## config.mk

```make
export PLATFORM = sky130hd
export DESIGN_NAME = if_fetch_stage
export DESIGN_NICKNAME = d
export VERILOG_FILES = /design/src/rtl/if_fetch_stage.sv
export SDC_FILE = /design/constraint.sdc
export NUM_CORES = 1
export LEC_CHECK = 0
export ABC_AREA = 1
export CAP_MARGIN = 20
export CORE_MARGIN = 2
export CORE_UTILIZATION = 40
export DETAILED_ROUTE_END_ITERATION = 10
export GPL_ROUTABILITY_DRIVEN = 1
export PLACE_DENSITY_LB_ADDON = 0.05
export SLEW_MARGIN = 10
export SYNTH_ARGS = -nofsm -noshare
export SYNTH_HDL_FRONTEND = slang
export SYNTH_SLANG_ARGS = --single-unit
```

## constraint.sdc

```tcl
create_clock -name clk -period 1.91 [get_ports clk]
set_input_delay 0.382 -clock clk [delete_from_list [all_inputs] [get_ports clk]]
set_output_delay 0.382 -clock clk [all_outputs]
set_load 0.02 [all_outputs]
```

## src/rtl/if_fetch_stage.sv

```systemverilog
// Instruction-fetch stage: single-outstanding imem requests, IF/ID register with a
// one-entry holding buffer for decode stalls. Optional perf counters under IF_PERF_CNT_EN.
module if_fetch_stage #(
    parameter int unsigned       PC_W     = 32,
    parameter logic [PC_W-1:0]   RESET_PC = 32'h80000000
) (
    input  logic            clk,
    input  logic            rst,
    input  logic            stall_i,
    input  logic            jump_i,
    input  logic [PC_W-1:0] redirect_pc_i,
    output logic            imem_req_valid,
    output logic [PC_W-1:0] imem_req_addr,
    input  logic            imem_req_ready,
    input  logic            imem_resp_valid,
    input  logic [31:0]     imem_resp_data,
    output logic            id_valid,
    output logic [PC_W-1:0] id_pc,
    output logic [31:0]     id_inst,
    output logic            fetch_busy
`ifdef IF_PERF_CNT_EN
    ,
    output logic [63:0]     perf_fetch_cnt,
    output logic [31:0]     perf_flush_cnt
`endif
);

    localparam logic [31:0] NOP = 32'h00000013;

    typedef enum logic [1:0] {S_REQ, S_WAIT, S_DRAIN, S_HOLD} state_e;

    state_e          state_q, state_d;
    logic [PC_W-1:0] fetch_pc_q, fetch_pc_d;
    logic [PC_W-1:0] req_pc_q, req_pc_d;
    logic            buf_valid_q, buf_valid_d;
    logic [PC_W-1:0] buf_pc_q, buf_pc_d;
    logic [31:0]     buf_inst_q, buf_inst_d;
    logic            id_valid_q, id_valid_d;
    logic [PC_W-1:0] id_pc_q, id_pc_d;
    logic [31:0]     id_inst_q, id_inst_d;

    logic id_fire, slot_free, resp_deliver, resp_direct;

    always_comb begin
        state_d     = state_q;
        fetch_pc_d  = fetch_pc_q;
        req_pc_d    = req_pc_q;
        buf_valid_d = buf_valid_q;
        buf_pc_d    = buf_pc_q;
        buf_inst_d  = buf_inst_q;
        id_valid_d  = id_valid_q;
        id_pc_d     = id_pc_q;
        id_inst_d   = id_inst_q;

        id_fire      = id_valid_q & ~stall_i;
        slot_free    = ~id_valid_q | id_fire;
        resp_deliver = (state_q == S_WAIT) & imem_resp_valid & ~jump_i;
        // A response bypasses the buffer only when nothing older is waiting there.
        resp_direct  = slot_free & ~buf_valid_q;

        case (state_q)
            S_REQ: begin
                if (imem_req_ready) begin
                    if (jump_i) begin
                        state_d = S_DRAIN;
                    end else begin
                        req_pc_d   = fetch_pc_q;
                        fetch_pc_d = fetch_pc_q + PC_W'(4);
                        state_d    = S_WAIT;
                    end
                end
            end
            S_WAIT: begin
                if (imem_resp_valid) begin
                    if (jump_i)           state_d = S_REQ;
                    else if (resp_direct) state_d = S_REQ;
                    else                  state_d = S_HOLD;
                end else if (jump_i) begin
                    state_d = S_DRAIN;
                end
            end
            S_DRAIN: begin
                if (imem_resp_valid) state_d = S_REQ;
            end
            S_HOLD: begin
                if (jump_i | slot_free) state_d = S_REQ;
            end
            default: state_d = S_REQ;
        endcase

        if (jump_i) begin
            fetch_pc_d  = redirect_pc_i;
            id_valid_d  = 1'b0;
            buf_valid_d = 1'b0;
        end else begin
            if (slot_free) begin
                if (buf_valid_q) begin
                    id_valid_d  = 1'b1;
                    id_pc_d     = buf_pc_q;
                    id_inst_d   = buf_inst_q;
                    buf_valid_d = 1'b0;
                end else if (resp_deliver) begin
                    id_valid_d = 1'b1;
                    id_pc_d    = req_pc_q;
                    id_inst_d  = imem_resp_data;
                end else begin
                    id_valid_d = 1'b0;
                end
            end
            if (resp_deliver & ~resp_direct) begin
                buf_valid_d = 1'b1;
                buf_pc_d    = req_pc_q;
                buf_inst_d  = imem_resp_data;
            end
        end
    end

    always_ff @(posedge clk) begin
        if (rst) begin
            state_q     <= S_REQ;
            fetch_pc_q  <= RESET_PC;
            req_pc_q    <= RESET_PC;
            buf_valid_q <= 1'b0;
            buf_pc_q    <= RESET_PC;
            buf_inst_q  <= NOP;
            id_valid_q  <= 1'b0;
            id_pc_q     <= RESET_PC;
            id_inst_q   <= NOP;
        end else begin
            state_q     <= state_d;
            fetch_pc_q  <= fetch_pc_d;
            req_pc_q    <= req_pc_d;
            buf_valid_q <= buf_valid_d;
            buf_pc_q    <= buf_pc_d;
            buf_inst_q  <= buf_inst_d;
            id_valid_q  <= id_valid_d;
            id_pc_q     <= id_pc_d;
            id_inst_q   <= id_inst_d;
        end
    end

    assign imem_req_valid = (state_q == S_REQ);
    assign imem_req_addr  = fetch_pc_q;
    assign fetch_busy     = (state_q == S_WAIT) | (state_q == S_DRAIN);
    assign id_valid       = id_valid_q;
    assign id_pc          = id_pc_q;
    assign id_inst        = id_inst_q;

`ifdef IF_PERF_CNT_EN
    logic [63:0] perf_fetch_q, perf_fetch_d;
    logic [31:0] perf_flush_q, perf_flush_d;

    always_comb begin
        perf_fetch_d = perf_fetch_q + (resp_deliver ? 64'd1 : 64'd0);
        perf_flush_d = perf_flush_q + (jump_i ? 32'd1 : 32'd0);
    end

    always_ff @(posedge clk) begin
        if (rst) begin
            perf_fetch_q <= '0;
            perf_flush_q <= '0;
        end else begin
            perf_fetch_q <= perf_fetch_d;
            perf_flush_q <= perf_flush_d;
        end
    end

    assign perf_fetch_cnt = perf_fetch_q;
    assign perf_flush_cnt = perf_flush_q;
`endif

endmodule

```

==> results.sh <==
export IMPL_status="finished clean"
export IMPL_syn_num_nets=1215
export IMPL_synthArstFlopShare_pct=0
export IMPL_vias_per_cell=5.11
export IMPL_max_stage_delay_ps=640
export IMPL_grt_use_total_pct=21.6
export IMPL_die_h_um=148
export IMPL_crit_chain="clkdlybuf4s50_1"
export IMPL_drt_iter0_drc=425
export IMPL_max_cap_viol_count=0
export IMPL_reg2reg_to="id_pc[28]$_SDFFE_PP0P_"
export IMPL_syn_area_per_cell_um2=7.27
export IMPL_fin_cells=1608
export IMPL_wl_per_cell_um=15.5
export IMPL_nets=1400
export IMPL_fp_dieW_um=148
export IMPL_period_needed_ps=1850
export IMPL_startpoint="imem_req_addr[10]$_SDFFE_PP0P_"
export IMPL_synth_top_area_share_pct=47.4
export IMPL_cts_num_sinks=196
export IMPL_antenna_cells=0
export IMPL_max_slew_margin_pct=65.3
export IMPL_antenna_left=0
export IMPL_grt_setup_unrepaired="false"
export IMPL_grt_first_pass_wirelength_mm=38.1
export IMPL_grt_max_degree=69
export IMPL_cts_root_buffer_cell="clkbuf_16"
export IMPL_ir_drop_mv=0.584
export IMPL_final_area_mm2=0.0114
export IMPL_r2r_start="state_q[1]$_SDFFE_PP0P_"
export IMPL_start_util_pct=40.8
export IMPL_ys_types=38
export IMPL_setup_viol=0
export IMPL_via_count=8216
export IMPL_path_buf_inv=1
export IMPL_drcViolationCount=0
export IMPL_dieArea_mm2=0.0219
export IMPL_core_area_mm2=0.0203
export IMPL_synth_edf_count=0
export IMPL_syn_to_final_growth_pct=37.8
export IMPL_clkTransAtPathRegs_ps=80
export IMPL_drt_total_wl_mm=24.9
export IMPL_p_per_area_mw_per_mm2=852
export IMPL_min_path_type="register to register"
export IMPL_hold_violations=0
export IMPL_fmax_mhz=542
export IMPL_place_area_mm2=0.0107
export IMPL_synthCells=1140
export IMPL_crit_end="imem_req_addr[10]"
export IMPL_antenna_found_initial=0
export IMPL_synth_ff_type="dfxtp_1"
export IMPL_insertion_delay_ps=440
export IMPL_crit_slowest_cell="clkdlybuf4s50_1"
export IMPL_setup_worst_path_end_class="primary output"
export IMPL_final_core_util_pct=56.3
export IMPL_yosysTopAreaCell="dfxtp_1"
export IMPL_io_pins=169
export IMPL_worst_pin_slew_ps=521
export IMPL_path_max_fanout=4
export IMPL_crit_cells=1
export IMPL_syn_cell_area_mm2=0.00828
export IMPL_cts_tree="built"
export IMPL_clockBufferDepth=2
export IMPL_h_tree_depth=4
export IMPL_ys_top_cells_by_area="dfxtp_1, nand2_1, o21ai_0"
export IMPL_worst_setup_path_type="register to primary output"
export IMPL_seq_area_frac_synth_pct=47.4
export IMPL_required_ps=1530
export IMPL_dp_hpwl_mm=16.5
export IMPL_leakagePower_nw=4.54
export IMPL_drive_above_1_share_pct=10.0
export IMPL_rows=52
export IMPL_worstPathArrival_ps=1460
export IMPL_period_share_pct=96.7
export IMPL_cp_top_family="buffers and inverters"
export IMPL_cts_buffers=17
export IMPL_final_common_cell="nand2_1"
export IMPL_place_gp_congestion=0.880
export IMPL_io_buffer_count=168
export IMPL_gr_total_overflow=0
export IMPL_yosysWarningCount=0
export IMPL_layout_common_cells="nand2_1, dfxtp_1, nor2_1, o21ai_0, clkdlybuf4s50_1"
export IMPL_drt_pass1_iter_count=7
export IMPL_cp_start_kind="register"
export IMPL_rrSetupSlack_ps=160
export IMPL_dp_cells=1567
export IMPL_slew_viol_final=0
export IMPL_first_global_vias=7086
export IMPL_fin_skew_ps=14.5
export IMPL_ys_ff_latch=196
export IMPL_r2r_cells=10
## per-layer routing
layer	global-route usage (%)	routed length [um]	up-vias
met3	5.06	1600	18
met2	31.0	10700	256
met5	0	0	-
met4	5.43	257	0
li1	-	-	4167
met1	32.4	12400	3775
## cells in the mapped netlist, types with 2 or more instances
master    count
clkbuf_2      3
buf_1         3
buf_4         2
nor2_2        3
nand3b_1      4
nand4_1       6
dfxtp_1     196
a21boi_0      3
inv_2         5
a31oi_1      68
inv_1        58
a211oi_1      8
ha_1          5
nor2_4        4
buf_2        30
o211ai_1     11
nand2_1     253
nor3_1       11
xor2_1        3
nor2_1      165
clkinv_1      2
clkbuf_1     37
nand3_1      40
o21ai_1       9
nand2_2       3
a21oi_1      50
o21ai_0     147
## where the power goes
group / switching [W] / internal, W / total [W]
clock network: 0.00175 / 0.00178 / 0.00353
logic: 0.000919 / 0.000786 / 0.00170
registers: 0.000183 / 0.00431 / 0.00449
## area by class of cell
cell class | count | area [um2]
Fill cell | 1965 | 8880
Sequential cell | 196 | 3930
Multi-Input combinational cell | 803 | 3790
Timing Repair Buffer | 242 | 2540
Clock buffer | 18 | 439
Tap cell | 270 | 338
Inverter | 65 | 246
Clock inverter | 14 | 135
## through the flow
| step | hold slack, ps | total power, W | setup slack [ps] | setup TNS, ps |
|---|---|---|---|---|
| 2_1_floorplan | 444 | 0.00539 | 189 | 0 |
| 3_3_place_gp | 455 | 0.00627 | -173 | -7690 |
| 3_5_place_dp | 459 | 0.00627 | -197 | -10140 |
| 4_1_cts | 467 | 0.00975 | 0.907 | 0 |
| 5_1_grt | 476 | 0.0102 | 4.86 | 0 |
| 6_report | 464 | 0.00973 | 63.3 | 0 |
## worst min path at each step
stage               slack [ps]                      start                        to  cells past startpoint
floorplan                  440   req_pc_q[0]$_SDFFE_PP0P_  buf_pc_q[0]$_SDFFE_PP0P_                      2
global placement           450  buf_pc_q[14]$_SDFFE_PP0P_    id_pc[14]$_SDFFE_PP0P_                      2
detailed placement         460  buf_pc_q[17]$_SDFFE_PP0P_    id_pc[17]$_SDFFE_PP0P_                      2
CTS                        470  buf_pc_q[23]$_SDFFE_PP0P_    id_pc[23]$_SDFFE_PP0P_                      2
global route               480  buf_pc_q[25]$_SDFFE_PP0P_    id_pc[25]$_SDFFE_PP0P_                      2
finish                     460  buf_pc_q[25]$_SDFFE_PP0P_    id_pc[25]$_SDFFE_PP0P_                      2
## what timing repair did
action                                  in CTS  in global routing
setup buffers                                0                  5
endpoints found under the setup margin      21                 61
gates cloned                                 0                  4
gates resized for setup                     21                 22
pin swaps                                    0                  2
hold buffers                                 0                  0
## registers in the layout, summed over array words and instances, names as in the netlist
register / flops
imem_req_addr: 32
buf_pc_q: 32
id_pc: 32
id_valid: 1
buf_valid_q: 1
id_inst: 32
state_q: 2
req_pc_q: 32
buf_inst_q: 32
## kinds of logic (layout without fill, tap and decap cells)
family / count (synthesis) / count (layout) / share of synthesized area [%]
and+or+nand+nor: 495 / 495 / 24.5
xor gates and xnor gates: 3 / 3 / 0.317
adders and majority gates: 5 / 5 / 0.755
AOI/OAI and AO/OA: 300 / 300 / 20.0
DFF: 196 / 196 / 47.4
buffers and inverters: 141 / 339 / 7.07
No activity file was read; power rests on OpenSTA's default activity.
